### src/rtl/rv_ctrl_pkg.sv
// Shared encodings for the multicycle RV32 control FSM: states, opcodes,
// instruction classes and datapath select/operation codes.
package rv_ctrl_pkg;

    typedef enum logic [2:0] {
        ST_FETCH    = 3'd0,
        ST_DECODE   = 3'd1,
        ST_EXEC     = 3'd2,
        ST_MEM      = 3'd3,
        ST_WB       = 3'd4,
        ST_MDU_WAIT = 3'd5,
        ST_TRAP     = 3'd6
    } state_e;

    localparam logic [4:0] OPC_ARITH_R = 5'b01100;
    localparam logic [4:0] OPC_ARITH_I = 5'b00100;
    localparam logic [4:0] OPC_LOAD    = 5'b00000;
    localparam logic [4:0] OPC_STORE   = 5'b01000;
    localparam logic [4:0] OPC_BRANCH  = 5'b11000;
    localparam logic [4:0] OPC_JAL     = 5'b11011;
    localparam logic [4:0] OPC_JALR    = 5'b11001;
    localparam logic [4:0] OPC_AUIPC   = 5'b00101;
    localparam logic [4:0] OPC_LUI     = 5'b01101;

    localparam logic [6:0] FUNCT7_MDU  = 7'b0000001;

    typedef enum logic [3:0] {
        CLS_ARITH_R,
        CLS_ARITH_I,
        CLS_LOAD,
        CLS_STORE,
        CLS_BRANCH,
        CLS_JAL,
        CLS_JALR,
        CLS_AUIPC,
        CLS_LUI,
        CLS_ILLEGAL
    } op_class_e;

    // ALU operation classes; the ALU refines R/I ops from funct3/funct7 itself.
    localparam logic [3:0] ALU_ADD     = 4'd0;
    localparam logic [3:0] ALU_FUNCT_R = 4'd1;
    localparam logic [3:0] ALU_FUNCT_I = 4'd2;
    localparam logic [3:0] ALU_BRANCH  = 4'd3;

    localparam logic [1:0] WB_ALU = 2'd0;
    localparam logic [1:0] WB_MEM = 2'd1;
    localparam logic [1:0] WB_PC4 = 2'd2;
    localparam logic [1:0] WB_MDU = 2'd3;

    localparam logic [1:0] SRCA_RS1  = 2'd0;
    localparam logic [1:0] SRCA_PC   = 2'd1;
    localparam logic [1:0] SRCA_ZERO = 2'd2;

    localparam logic [1:0] SRCB_RS2  = 2'd0;
    localparam logic [1:0] SRCB_IMM  = 2'd1;
    localparam logic [1:0] SRCB_FOUR = 2'd2;

endpackage

### src/rtl/rv_decode.sv
// Combinational opcode classifier: instruction word -> class, illegal flag,
// and whether it is an RV32M multiply/divide.
module rv_decode
    import rv_ctrl_pkg::*;
#(
    parameter int M_EXT = 1
) (
    input  logic [31:0] instr_i,
    output op_class_e   op_class_o,
    output logic        illegal_o,
    output logic        is_mdu_o
);

    logic unused_instr_bits;
    assign unused_instr_bits = ^instr_i[24:7];

    always_comb begin
        op_class_o = CLS_ILLEGAL;
        if (instr_i[1:0] == 2'b11) begin
            case (instr_i[6:2])
                OPC_ARITH_R: op_class_o = CLS_ARITH_R;
                OPC_ARITH_I: op_class_o = CLS_ARITH_I;
                OPC_LOAD:    op_class_o = CLS_LOAD;
                OPC_STORE:   op_class_o = CLS_STORE;
                OPC_BRANCH:  op_class_o = CLS_BRANCH;
                OPC_JAL:     op_class_o = CLS_JAL;
                OPC_JALR:    op_class_o = CLS_JALR;
                OPC_AUIPC:   op_class_o = CLS_AUIPC;
                OPC_LUI:     op_class_o = CLS_LUI;
                default:     op_class_o = CLS_ILLEGAL;
            endcase
        end
    end

    assign is_mdu_o  = (op_class_o == CLS_ARITH_R) && (instr_i[31:25] == FUNCT7_MDU);
    // Without the M extension, MUL/DIV encodings are simply unknown instructions.
    assign illegal_o = (op_class_o == CLS_ILLEGAL) || (is_mdu_o && (M_EXT == 0));

endmodule

### src/rtl/multicycle_control.sv
// Multicycle RV32I(+M) control FSM: FETCH/DECODE/EXEC/MEM/WB with optional
// MDU wait, memory-stall timeout and a sticky TRAP state.
module multicycle_control
    import rv_ctrl_pkg::*;
#(
    parameter int M_EXT       = 1,
    parameter int MEM_TIMEOUT = 16
) (
    input  logic        clk,
    input  logic        rst,
    input  logic [31:0] instr,
    input  logic        mem_ready,
    input  logic        mdu_done,
    output logic        mem_req,
    output logic        mem_we,
    output logic        addr_sel,
    output logic        ir_write,
    output logic        pc_write,
    output logic        pc_write_cond,
    output logic        reg_write,
    output logic [1:0]  alu_src_a,
    output logic [1:0]  alu_src_b,
    output logic [3:0]  alu_op,
    output logic [1:0]  wb_sel,
    output logic        mdu_start,
    output logic        trap,
    output logic [2:0]  state
);

    localparam logic [7:0] TIMEOUT_LAST = 8'(MEM_TIMEOUT - 1);

    state_e     state_q, state_d;
    logic [7:0] wait_cnt_q, wait_cnt_d;

    op_class_e op_class;
    logic      illegal;
    logic      is_mdu;
    logic      use_mdu;
    logic      mem_wait;
    logic      timeout_hit;

    rv_decode #(.M_EXT(M_EXT)) u_decode (
        .instr_i    (instr),
        .op_class_o (op_class),
        .illegal_o  (illegal),
        .is_mdu_o   (is_mdu)
    );

    assign use_mdu     = (M_EXT != 0) && is_mdu;
    assign mem_wait    = mem_req && !mem_ready;
    // A ready on the would-be timeout cycle still wins over the trap.
    assign timeout_hit = mem_wait && (wait_cnt_q == TIMEOUT_LAST);

    always_comb begin
        state_d       = state_q;
        mem_req       = 1'b0;
        mem_we        = 1'b0;
        addr_sel      = 1'b0;
        ir_write      = 1'b0;
        pc_write      = 1'b0;
        pc_write_cond = 1'b0;
        reg_write     = 1'b0;
        alu_src_a     = SRCA_RS1;
        alu_src_b     = SRCB_RS2;
        alu_op        = ALU_ADD;
        wb_sel        = WB_ALU;
        mdu_start     = 1'b0;
        trap          = 1'b0;

        case (state_q)
            ST_FETCH: begin
                mem_req   = 1'b1;
                alu_src_a = SRCA_PC;
                alu_src_b = SRCB_FOUR;
                if (mem_ready) begin
                    ir_write = 1'b1;
                    pc_write = 1'b1;
                    state_d  = ST_DECODE;
                end else if (timeout_hit) begin
                    state_d  = ST_TRAP;
                end
            end
            ST_DECODE: state_d = illegal ? ST_TRAP : ST_EXEC;
            ST_EXEC: begin
                case (op_class)
                    CLS_ARITH_R: begin
                        if (use_mdu) begin
                            mdu_start = 1'b1;
                            state_d   = ST_MDU_WAIT;
                        end else begin
                            alu_op  = ALU_FUNCT_R;
                            state_d = ST_WB;
                        end
                    end
                    CLS_ARITH_I: begin
                        alu_src_b = SRCB_IMM;
                        alu_op    = ALU_FUNCT_I;
                        state_d   = ST_WB;
                    end
                    CLS_LOAD, CLS_STORE: begin
                        alu_src_b = SRCB_IMM;
                        state_d   = ST_MEM;
                    end
                    CLS_BRANCH: begin
                        alu_op        = ALU_BRANCH;
                        pc_write_cond = 1'b1;
                        state_d       = ST_FETCH;
                    end
                    CLS_JAL, CLS_JALR: begin
                        alu_src_a = (op_class == CLS_JAL) ? SRCA_PC : SRCA_RS1;
                        alu_src_b = SRCB_IMM;
                        pc_write  = 1'b1;
                        reg_write = 1'b1;
                        wb_sel    = WB_PC4;
                        state_d   = ST_FETCH;
                    end
                    CLS_AUIPC, CLS_LUI: begin
                        alu_src_a = (op_class == CLS_AUIPC) ? SRCA_PC : SRCA_ZERO;
                        alu_src_b = SRCB_IMM;
                        state_d   = ST_WB;
                    end
                    default: state_d = ST_TRAP;
                endcase
            end
            ST_MEM: begin
                mem_req   = 1'b1;
                addr_sel  = 1'b1;
                mem_we    = (op_class == CLS_STORE);
                alu_src_b = SRCB_IMM;
                if (mem_ready) begin
                    state_d = (op_class == CLS_LOAD) ? ST_WB : ST_FETCH;
                end else if (timeout_hit) begin
                    state_d = ST_TRAP;
                end
            end
            ST_WB: begin
                reg_write = 1'b1;
                if (op_class == CLS_LOAD)  wb_sel = WB_MEM;
                else if (use_mdu)          wb_sel = WB_MDU;
                else                       wb_sel = WB_ALU;
                state_d = ST_FETCH;
            end
            ST_MDU_WAIT: begin
                if (mdu_done) state_d = ST_WB;
            end
            ST_TRAP: trap = 1'b1;
            default: state_d = ST_TRAP;
        endcase

        // Only FETCH and MEM stall on memory, so clearing on any transition
        // is the same as clearing on entry to those two states.
        if (state_d != state_q) wait_cnt_d = '0;
        else if (mem_wait)      wait_cnt_d = wait_cnt_q + 8'd1;
        else                    wait_cnt_d = wait_cnt_q;

        // Reset quiets every control line so nothing is written or requested.
        if (rst) begin
            mem_req       = 1'b0;
            mem_we        = 1'b0;
            addr_sel      = 1'b0;
            ir_write      = 1'b0;
            pc_write      = 1'b0;
            pc_write_cond = 1'b0;
            reg_write     = 1'b0;
            alu_src_a     = SRCA_RS1;
            alu_src_b     = SRCB_RS2;
            alu_op        = ALU_ADD;
            wb_sel        = WB_ALU;
            mdu_start     = 1'b0;
            trap          = 1'b0;
        end
    end

    always_ff @(posedge clk) begin
        if (rst) begin
            state_q    <= ST_FETCH;
            wait_cnt_q <= '0;
        end else begin
            state_q    <= state_d;
            wait_cnt_q <= wait_cnt_d;
        end
    end

    assign state = state_q;

endmodule
### config.mk
export PLATFORM = sky130hd
export DESIGN_NAME = multicycle_control
export DESIGN_NICKNAME = d
export VERILOG_FILES = /design/src/rtl/rv_ctrl_pkg.sv /design/src/rtl/rv_decode.sv /design/src/rtl/multicycle_control.sv
export SDC_FILE = /design/constraint.sdc
export NUM_CORES = 1
export LEC_CHECK = 0
export BUFFER_PORTS_ARGS = -buffer_cell sky130_fd_sc_hd__buf_2
export CAP_MARGIN = 20
export CORE_MARGIN = 2
export CORE_UTILIZATION = 41
export CTS_CLUSTER_SIZE = 28
export DETAILED_ROUTE_END_ITERATION = 7
export PLACE_DENSITY = 0.82
export RECOVER_POWER = 100
export SETUP_SLACK_MARGIN = 0.4
export SYNTH_ARGS = -nofsm -noshare
export SYNTH_HDL_FRONTEND = slang
export SYNTH_SLANG_ARGS = --single-unit
export TNS_END_PERCENT = 1
### constraint.sdc
create_clock -name clk -period 2 [get_ports clk]
set_clock_uncertainty 0.2 [all_clocks]
set_input_delay 0.2 -clock clk [delete_from_list [all_inputs] [get_ports clk]]
set_output_delay 0.2 -clock clk [all_outputs]
set_load 0.02 [all_outputs]
==> impl_metrics.py, run 1 <==
metrics = {
    "drt": {
        "wl_per_cell_um": 16.22,
        "dr.pass1.iters": 4,
        "drt_wl_total_um": 4249,
        "dr.first_iter.drc_count": 95,
        "via_per_inst": 5.828,
        "vias": 1527,
        "drc": 0,
        "ant_nets": 0,
    },
    "floorplan": {
        "pin_count": 58,
        "die_area_um2": 3231,
        "die_x_um": 56.84,
        "initial_core_util_pct": 42.24,
        "dieHeight_um": 56.84,
        "fp-row-count": 19,
        "core_um2": 2710,
    },
    "synthesis": {
        "synth-compound-area-share_pct": 22.73,
        "muxShareOfSynthArea_pct": 0.8743,
        "async_flop_share_pct": 0,
        "yosys_register_bits": 11,
        "synth_cells": 162,
        "avgSynthCellArea_um2": 7.067,
        "synth-main-ff-cell": "dfxtp_1",
        "synthSimpleGateAreaFrac_pct": 41.64,
        "synthXorXnorAreaFrac_pct": 6.885,
        "yosysWarnings": 0,
        "synth_edf_count": 0,
        "synthesis.area_um2": 1145,
        "synth-seq-area-share_pct": 19.23,
        "synth_top_family_by_area": "simple AND/OR/NAND/NOR gates",
        "ys_types": 48,
        "synth_fa_ha_area_share_pct": 1.093,
    },
    "clock_tree": {
        "clk_latency_ns": 0.27,
        "cts-htree-levels": 1,
        "cts.sinks": 11,
        "clkTransAtPathRegs_ns": 0.08,
        "clock-root-buffer": "clkbuf_4",
        "cts_tree": "done",
        "clock_path_buffers": 2,
        "cts-buffers-inserted": 3,
    },
    "power_and_ir_drop": {
        "ir_drop_uv": 416.3,
        "seq_power_share_pct": 28.1,
        "clockPowerShare_pct": 18.0,
        "pwr-share-comb_pct": 53.8,
        "p_leak_uw": 0.0008006,
        "netSwitchingPower_uw": 365.6,
        "powerDensity_nw_per_um2": 452.3,
        "p_int_uw": 517.9,
        "total_power_uw": 883.4,
        "p_sw_share_pct": 41.38,
    },
    "sta": {
        "rsz0062_at_grt": "yes",
        "layout_setup_ws_ns": -0.1163,
        "min_period_ns": 2.116,
        "finalSetupViolCount": 8,
        "hold_ws_ns": 0.1785,
        "timing.fmax_mhz": 472.5,
        "min_period_over_period_pct": 105.8,
        "slew_viol_final": 0,
        "hold_violations": 0,
    },
    "global_routing": {
        "grt_max_degree": 21,
        "antenna_found_initial": 0,
        "grt_use_total_pct": 24.96,
        "grt_pass1_wl_um": 6458,
        "grt_pass1_vias": 1542,
        "overflow": 0,
    },
    "critical_path": {
        "worstPathRequired_ns": 1.60,
        "cp.arrival_ns": 1.72,
        "cp_max_fo": 9,
        "worstSetupStartpointType": "register",
        "rr_worst_depth": 5,
        "endpoint_kind": "output pin",
        "worstSetupPathType": "reg -> out",
    },
    "worst_hold_path": {
        "hold_depth": 4,
        "hold_class": "in -> reg",
    },
    "layout": {
        "design_area_um2": 1953,
        "seqCellArea_um2": 230.2,
        "area.growth.synth_to_final_pct": 70.60,
        "mostFrequentLayoutCell": "buf_4",
        "layout.nets": 269,
        "final.fill_count": 186,
        "multiInputGateArea_um2": 1066,
        "layout_common_cells": "buf_4, buf_2, nand2_1",
        "fin_util_pct": 72.07,
        "diodes": 0,
        "drive_above_1_share_pct": 55.41,
    },
    "flow_run": {
        "maxCapViolCount": 0,
    },
    "placement": {
        "io_buffers": 37,
        "place_hpwl_um": 2651,
        "gp_congestion": 0.9121,
        "placed_area_um2": 1667,
    },
    "outcome": {
        "violations": "setup timing",
        "status": "finished, violations left",
    },
}
-- through the flow --
step	worst slack, ns	cells	setup TNS [ns]
6_report	-0.1163	262	-0.3493
5_1_grt	-0.2325	262	-1.370
4_1_cts	-0.07409	261	-0.1558
3_5_place_dp	-0.2014	256	-1.855
3_3_place_gp	-0.1642	256	-1.466
2_1_floorplan	0.007519	163	0
-- worst paths after layout --
kind                         startpoint                         end  slack [ns]
max                 state[1]$_SDFF_PP0_                   wb_sel[1]       -0.12
min                            mdu_done         state[0]$_SDFF_PP0_        0.18
max reg2reg  wait_cnt_q[4]$_SDFFE_PP0P_  wait_cnt_q[6]$_SDFFE_PP0P_           0
min reg2reg  wait_cnt_q[7]$_SDFFE_PP0P_  wait_cnt_q[7]$_SDFFE_PP0P_        0.37
-- what timing repair did --
action | in CTS | in global routing
buffers inserted | 1 | 1
gates resized for setup | 53 | 15
gates cloned | 0 | 0
pin swaps | 18 | 5
setup endpoints to repair | 28 | 28
hold buffers | 0 | 0
-- flip-flops by register name, indices dropped and copies added (netlist names) --
| name | cells |
|---|---|
| wait_cnt_q | 8 |
| state | 3 |
-- cells in the mapped netlist (all sizes together) (2+ instances only) --
master	instances	area [µm²]
nor2	18	67.56
nand2	17	63.81
nor3	17	85.08
a21oi	11	55.05
dfxtp	11	220.2
buf	8	56.29
o21ai	7	35.03
nand3	5	25.02
or3	5	31.28
xor2	5	43.79
a211oi	4	30.03
clkbuf	4	15.01
nor3b	4	30.03
xnor2	4	35.03
a31oi	3	18.77
inv	3	11.26
nor2b	3	18.77
nor4	3	18.77
or2	3	21.28
and2	2	12.51
and3	2	12.51
nand2b	2	12.51
nor4b	2	32.53
o211ai	2	20.02
-- critical path: stages (launching register included) --
cell and delay (ns):
dfxtp_4 0.37, buf_8 0.14, nor3b_4 0.22, nand2_1 0.09, nor2_1 0.15, nand2_2 0.10
o21a_1 0.14, nor2_4 0.10, buf_6 0.12
-- cell type report --
| type | count | share of cell area (%) |
|---|---|---|
| flip-flops and latches | 11 | 11.79 |
| inverters | 3 | 0.7047 |
| multi-input cells | 137 | 54.58 |
| repair buffers | 76 | 29.60 |
| clock buffers | 4 | 1.345 |
| well taps | 31 | 1.986 |
-- layer usage --
metal	vias to the layer above	share of wire, %	wire length (µm)	GRT usage (%)
li1	724	-	-	-
met2	78	51	2173	45.68
met3	12	5.5	234	2.995
met4	0	1.9	79	9.635
met1	713	41	1762	29.27
met5	-	0	0	0
-- logic make-up after synthesis --
logic type	Yosys count
compound gates	36
xor+xnor	9
fa+ha+maj	1
buf+inv	15
flops	11
mux	1
other cells	1
simple gates	88
-- power by group through the flow --
stage / Clock [µW] / Combinational, µW / Sequential, µW
finish: 159 / 476 / 249
global route: 164 / 504 / 250
CTS: 157 / 434 / 247
detailed placement: 0 / 383 / 246
global placement: 0 / 375 / 246
floorplan: 0 / 233 / 250
(Power assumes the default switching activity.)
==> inputs of run 2 (changes only) <==
==> constraint.sdc (replaced) <==
create_clock -name clk -period 2 [get_ports clk]
set_clock_uncertainty 0.2 [all_clocks]
set_input_delay 0.3 -clock clk [delete_from_list [all_inputs] [get_ports clk]]
set_output_delay 0.3 -clock clk [all_outputs]
set_load 0.02 [all_outputs]
==> run 2 against run 1 <==
Compared with the run above:
- the flow still finishes with violations (setup timing)
- fmax shrank 6.1%
- wire length is essentially flat
- die area is the same
- worst hold slack gained 0.084 ns
- sequential share of layout area shrank 0.23 points
- non-clock buffer count grew 8
- sequential power grew 2%
- critical path type is now in -> out
==> impl_metrics.py, run 2 (synthesis gave the netlist of run 1 again) <==
metrics = {
    "outcome": {
        "status": "finished, violations left",
        "violations": "setup timing",
    },
    "flow_run": {
        "maxCapViolCount": 0,
    },
    "layout": {
        "fin_util_pct": 72.71,
        "diodes": 0,
        "largest-register": "wait_cnt_q",
        "layout.nets": 277,
        "layout_common_cells": "buf_4, buf_2, nand2_1",
        "design_area_um2": 1971,
        "drive_above_1_share_pct": 53.97,
        "fin_cells": 270,
        "area.growth.synth_to_final_pct": 72.13,
        "largest_reg_flops": 8,
        "final.fill_count": 197,
        "mostFrequentLayoutCell": "buf_4",
    },
    "drt": {
        "drc": 0,
        "drt_wl_total_um": 4246,
        "wl_per_cell_um": 15.73,
        "via_per_inst": 5.652,
        "ant_nets": 0,
        "dr.pass1.iters": 4,
        "dr.first_iter.drc_count": 50,
        "vias": 1526,
    },
    "critical_path": {
        "rr_worst_depth": 6,
        "r2r-end": "wait_cnt_q[5]$_SDFFE_PP0P_",
        "worstSetupPathType": "in -> out",
        "worstSetupEndpoint": "wb_sel[1]",
        "startpoint": "instr[3]",
        "cp.arrival_ns": 1.75,
        "worstPathRequired_ns": 1.50,
        "r2r_slack_ns": -0.11,
        "cp_max_fo": 3,
        "worstSetupStartpointType": "input port",
        "endpoint_kind": "output pin",
        "r2r-start": "state[2]$_SDFF_PP0_",
    },
    "global_routing": {
        "antenna_found_initial": 0,
        "overflow": 0,
        "grt_max_degree": 11,
        "grt_use_total_pct": 26.67,
        "grt_pass1_vias": 1463,
        "grt_pass1_wl_um": 6734,
    },
    "floorplan": {
        "dieHeight_um": 56.84,
        "core_um2": 2710,
        "pin_count": 58,
        "initial_core_util_pct": 42.24,
        "die_x_um": 56.84,
        "die_area_um2": 3231,
        "fp-row-count": 19,
    },
    "clock_tree": {
        "cts_tree": "done",
        "cts-buffers-inserted": 3,
        "cts.sinks": 11,
        "clock-root-buffer": "clkbuf_4",
        "clk_latency_ns": 0.28,
        "clkTransAtPathRegs_ns": 0.08,
        "holdBufCountCts": 0,
        "cts-htree-levels": 1,
        "clock_path_buffers": 2,
        "cts_setup_buffers": 0,
    },
    "placement": {
        "placed_area_um2": 1715,
        "dp.cells": 266,
        "io_buffers": 37,
        "gp_congestion": 0.9546,
        "place_hpwl_um": 2853,
    },
    "sta": {
        "hold_violations": 0,
        "min_period_over_period_pct": 112.7,
        "min_period_ns": 2.253,
        "finalSetupViolCount": 21,
        "timing.fmax_mhz": 443.8,
        "layout_setup_ws_ns": -0.2533,
        "slew_viol_final": 0,
        "rsz0062_at_grt": "yes",
    },
    "power_and_ir_drop": {
        "ir_drop_uv": 393.4,
        "total_power_uw": 888.5,
        "p_leak_uw": 0.0008537,
        "powerDensity_nw_per_um2": 450.8,
    },
    "worst_hold_path": {
        "hold_class": "in -> reg",
    },
}
==> run 2: power breakdown <==
group          total, µW  internal [µW]  leakage, µW  switching, µW
Sequential           255            229    0.0000905           25.6
Combinational        474            214     0.000748            259
Clock                160           77.6    0.0000150           82.3
Total                888            521     0.000854            367
==> run 2: how the worst min path moves through the flow <==
stage,from,slack [ns],endpoint,cells after the start
2_1_floorplan,wait_cnt_q[7]$_SDFFE_PP0P_,0.32,wait_cnt_q[7]$_SDFFE_PP0P_,2
3_3_place_gp,wait_cnt_q[7]$_SDFFE_PP0P_,0.34,wait_cnt_q[7]$_SDFFE_PP0P_,2
3_5_place_dp,wait_cnt_q[7]$_SDFFE_PP0P_,0.35,wait_cnt_q[7]$_SDFFE_PP0P_,2
4_1_cts,rst,0.24,state[1]$_SDFF_PP0_,3
5_1_grt,mdu_done,0.29,state[0]$_SDFF_PP0_,4
6_report,mdu_done,0.26,state[0]$_SDFF_PP0_,4
==> run 2: cell type report <==
cell class | count | area, µm² | share of cell area, %
Sequential cell | 11 | 227.7 | 11.56
Clock buffer | 4 | 26.28 | 1.333
Tap cell | 31 | 38.79 | 1.968
Inverter | 3 | 11.26 | 0.5714
Multi-Input combinational cell | 137 | 1061 | 53.84
Timing Repair Buffer | 84 | 605.6 | 30.73
==> run 2: timing repair <==
item                                    in CTS  in global routing
gates cloned                                 0                  0
pin swaps                                    5                  5
resized for setup                           39                 25
endpoints found under the setup margin      30                 28
==> run 2: worst max-delay path, cell delays in order <==
cell and delay (ns):
buf_6 0.10, or2_4 0.24, or3_4 0.33, or3_4 0.35, o21a_1 0.23, nor2_4 0.09, buf_6 0.12
==> run 2: per-layer routing <==
metal | global-route usage (%) | wire (µm) | vias to the layer above
li1 | - | - | 735
met1 | 32.07 | 1701 | 712
met2 | 47.67 | 2147 | 60
met3 | 4.378 | 219 | 19
met4 | 8.970 | 178 | 0
met5 | 0 | 0 | -
==> run 2: per-stage QoR <==
stage          worst slack (ns)  TNS [ns]  hold WS (ns)
2_1_floorplan           -0.1925    -1.654        0.3193
3_3_place_gp            -0.2924    -3.342        0.3437
3_5_place_dp            -0.3648    -4.089        0.3452
4_1_cts                 -0.2389    -1.251        0.2363
5_1_grt                 -0.3012    -3.748        0.2934
6_report                -0.2533    -2.236        0.2621
==> inputs of run 3 (changes only) <==
--- a/config.mk
+++ b/config.mk
@@ -8,10 +8,11 @@
 export BUFFER_PORTS_ARGS = -buffer_cell sky130_fd_sc_hd__buf_2
 export CAP_MARGIN = 20
 export CORE_MARGIN = 2
-export CORE_UTILIZATION = 41
+export CORE_UTILIZATION = 42
+export CTS_BUF_LIST = sky130_fd_sc_hd__clkbuf_8
 export CTS_CLUSTER_SIZE = 28
 export DETAILED_ROUTE_END_ITERATION = 7
-export PLACE_DENSITY = 0.82
+export PLACE_DENSITY = 0.84
 export RECOVER_POWER = 100
 export SETUP_SLACK_MARGIN = 0.4
 export SYNTH_ARGS = -nofsm -noshare
==> run 3 against run 2 <==
Compared with the run above:
- flip-flop and latch count unchanged
- cell count up 1.5%
- global-route usage down 1.3 points
- fmax down 1.7%
- count of clock-buffer cells in the layout down 1
- largest power group unchanged
- via count up 9.6%
- core utilization up 6.8 points
- clock power up 36%
- largest cell class unchanged
- the run still ends with setup timing left
- sequential power about the same
- final area up 1.8%
- wire length up 15%
- worst hold slack worse by 0.024 ns
==> impl_metrics.py, run 3 (synthesis gave the netlist of run 1 again) <==
metrics = {
    "outcome": {
        "status": "finished, violations left",
        "violations": "setup timing",
    },
    "clock_tree": {
        "cts_tree": "done",
        "cts.sinks": 11,
        "cts-htree-levels": 1,
        "cts-buffers-inserted": 3,
        "clkTransAtPathRegs_ns": 0.05,
        "clock-root-buffer": "clkbuf_8",
        "clk_latency_ns": 0.24,
        "clock_path_buffers": 2,
    },
    "drt": {
        "met2WireLength_um": 2370,
        "drc": 0,
        "dr.pass1.iters": 4,
        "wl_met3_um": 370,
        "wl_per_cell_um": 17.83,
        "dr.first_iter.drc_count": 99,
        "via_per_inst": 6.106,
        "vias": 1673,
        "wl_met1_um": 1900,
        "drt_wl_total_um": 4885,
        "ant_nets": 0,
        "top_layer": "met4",
    },
    "power_and_ir_drop": {
        "p_leak_uw": 0.0008631,
        "powerDensity_nw_per_um2": 470.0,
        "ir_drop_uv": 473.7,
    },
    "critical_path": {
        "r2r-start": "state[0]$_SDFF_PP0_",
        "worstSetupStartpointType": "input port",
        "r2r_slack_ns": -0.20,
        "r2r-end": "wait_cnt_q[3]$_SDFFE_PP0P_",
        "cp.arrival_ns": 1.79,
        "endpoint_kind": "output pin",
        "cp_max_fo": 4,
        "worstSetupPathType": "in -> out",
        "worstSetupEndpoint": "wb_sel[1]",
        "startpoint": "instr[3]",
        "worstPathRequired_ns": 1.50,
        "rr_worst_depth": 6,
    },
    "placement": {
        "io_buffers": 37,
        "post-place-ws_ns": -0.4612,
        "place_hpwl_um": 2905,
        "gp_congestion": 0.8564,
    },
    "floorplan": {
        "fp-row-count": 18,
        "core_um2": 2522,
        "pin_count": 58,
        "initial_core_util_pct": 45.39,
        "die_area_um2": 3160,
        "die_x_um": 56.21,
        "dieHeight_um": 56.21,
    },
    "layout": {
        "drive_above_1_share_pct": 56.56,
        "largest-register": "wait_cnt_q",
        "diodes": 0,
        "area.growth.synth_to_final_pct": 75.19,
        "layout.nets": 282,
        "largest_reg_flops": 8,
        "layout_common_cells": "buf_4, buf_2, nor2_1, nand2_1, nor3_1",
        "mostFrequentLayoutCell": "buf_4",
    },
    "global_routing": {
        "overflow": 0,
        "grt_use_total_pct": 25.32,
        "grt_max_degree": 10,
        "antenna_found_initial": 0,
        "grt_pass1_wl_um": 6492,
        "grt_pass1_vias": 1448,
    },
    "worst_hold_path": {
        "hold_class": "in -> reg",
    },
    "sta": {
        "finalSetupViolCount": 24,
        "rsz0062_at_grt": "yes",
        "min_period_ns": 2.292,
        "hold_ws_ns": 0.2384,
        "min_period_over_period_pct": 114.6,
        "timing.fmax_mhz": 436.4,
        "slew_viol_final": 0,
        "hold_violations": 0,
        "layout_setup_ws_ns": -0.2916,
        "fin_tns_setup_ns": -3.212,
    },
    "flow_run": {
        "maxCapViolCount": 0,
    },
}
[run 3: metal layers]
metal  up-vias  global-route usage (%)
met4         0                   4.762
met5         -                       0
li1        747                       -
met1       771                   33.24
met2       124                   45.21
met3        31                   2.093
[run 3: what timing repair did]
action                                  in CTS  in global routing
endpoints found under the setup margin      29                 28
pin swaps                                   12                  7
gates resized for setup                     39                 24
setup buffers                                0                  0
hold buffers                                 0                  0
[run 3: worst min path at each step]
stage	from	end	slack (ns)	depth (start not counted)
after floorplan	wait_cnt_q[7]$_SDFFE_PP0P_	wait_cnt_q[7]$_SDFFE_PP0P_	0.32	2
after global placement	wait_cnt_q[7]$_SDFFE_PP0P_	wait_cnt_q[7]$_SDFFE_PP0P_	0.34	2
after detailed placement	wait_cnt_q[7]$_SDFFE_PP0P_	wait_cnt_q[7]$_SDFFE_PP0P_	0.36	2
after CTS	rst	state[1]$_SDFF_PP0_	0.23	3
after global routing	rst	state[1]$_SDFF_PP0_	0.25	3
final	rst	state[1]$_SDFF_PP0_	0.24	3
[run 3: power by group]
part           switching (µW)  internal [µW]
sequential               25.0            230
combinational             268            203
clock                    82.6            135
[run 3: worst max-delay path, cell delays in order]
cell,delay (ns)
buf_8,0.10
or2_4,0.24
or3_4,0.34
or3_4,0.36
o21a_1,0.21
nor2_4,0.12
buf_6,0.12
[run 3: area by class of cell]
type,instances,area (µm²)
tap,30,37.54
clock buffer,3,41.29
timing repair buffer,89,633.1
inverter,3,11.26
fill,147,516.7
multi-input combinational,137,1055
clock inverter,1,3.754
sequential,11,224.0
[run 3: stage by stage]
| stage | power, µW | cells | util [%] | instance area [µm²] |
|---|---|---|---|---|
| after floorplan | 480.1 | 163 | - | 1211 |
| after global placement | 641.0 | 270 | 69.44 | 1752 |
| after detailed placement | 650.3 | 270 | 69.44 | 1752 |
| after CTS | 887.8 | 274 | 76.49 | 1929 |
| after global routing | 978.3 | 274 | 79.51 | 2006 |
| final | 942.7 | 274 | 79.51 | 2006 |
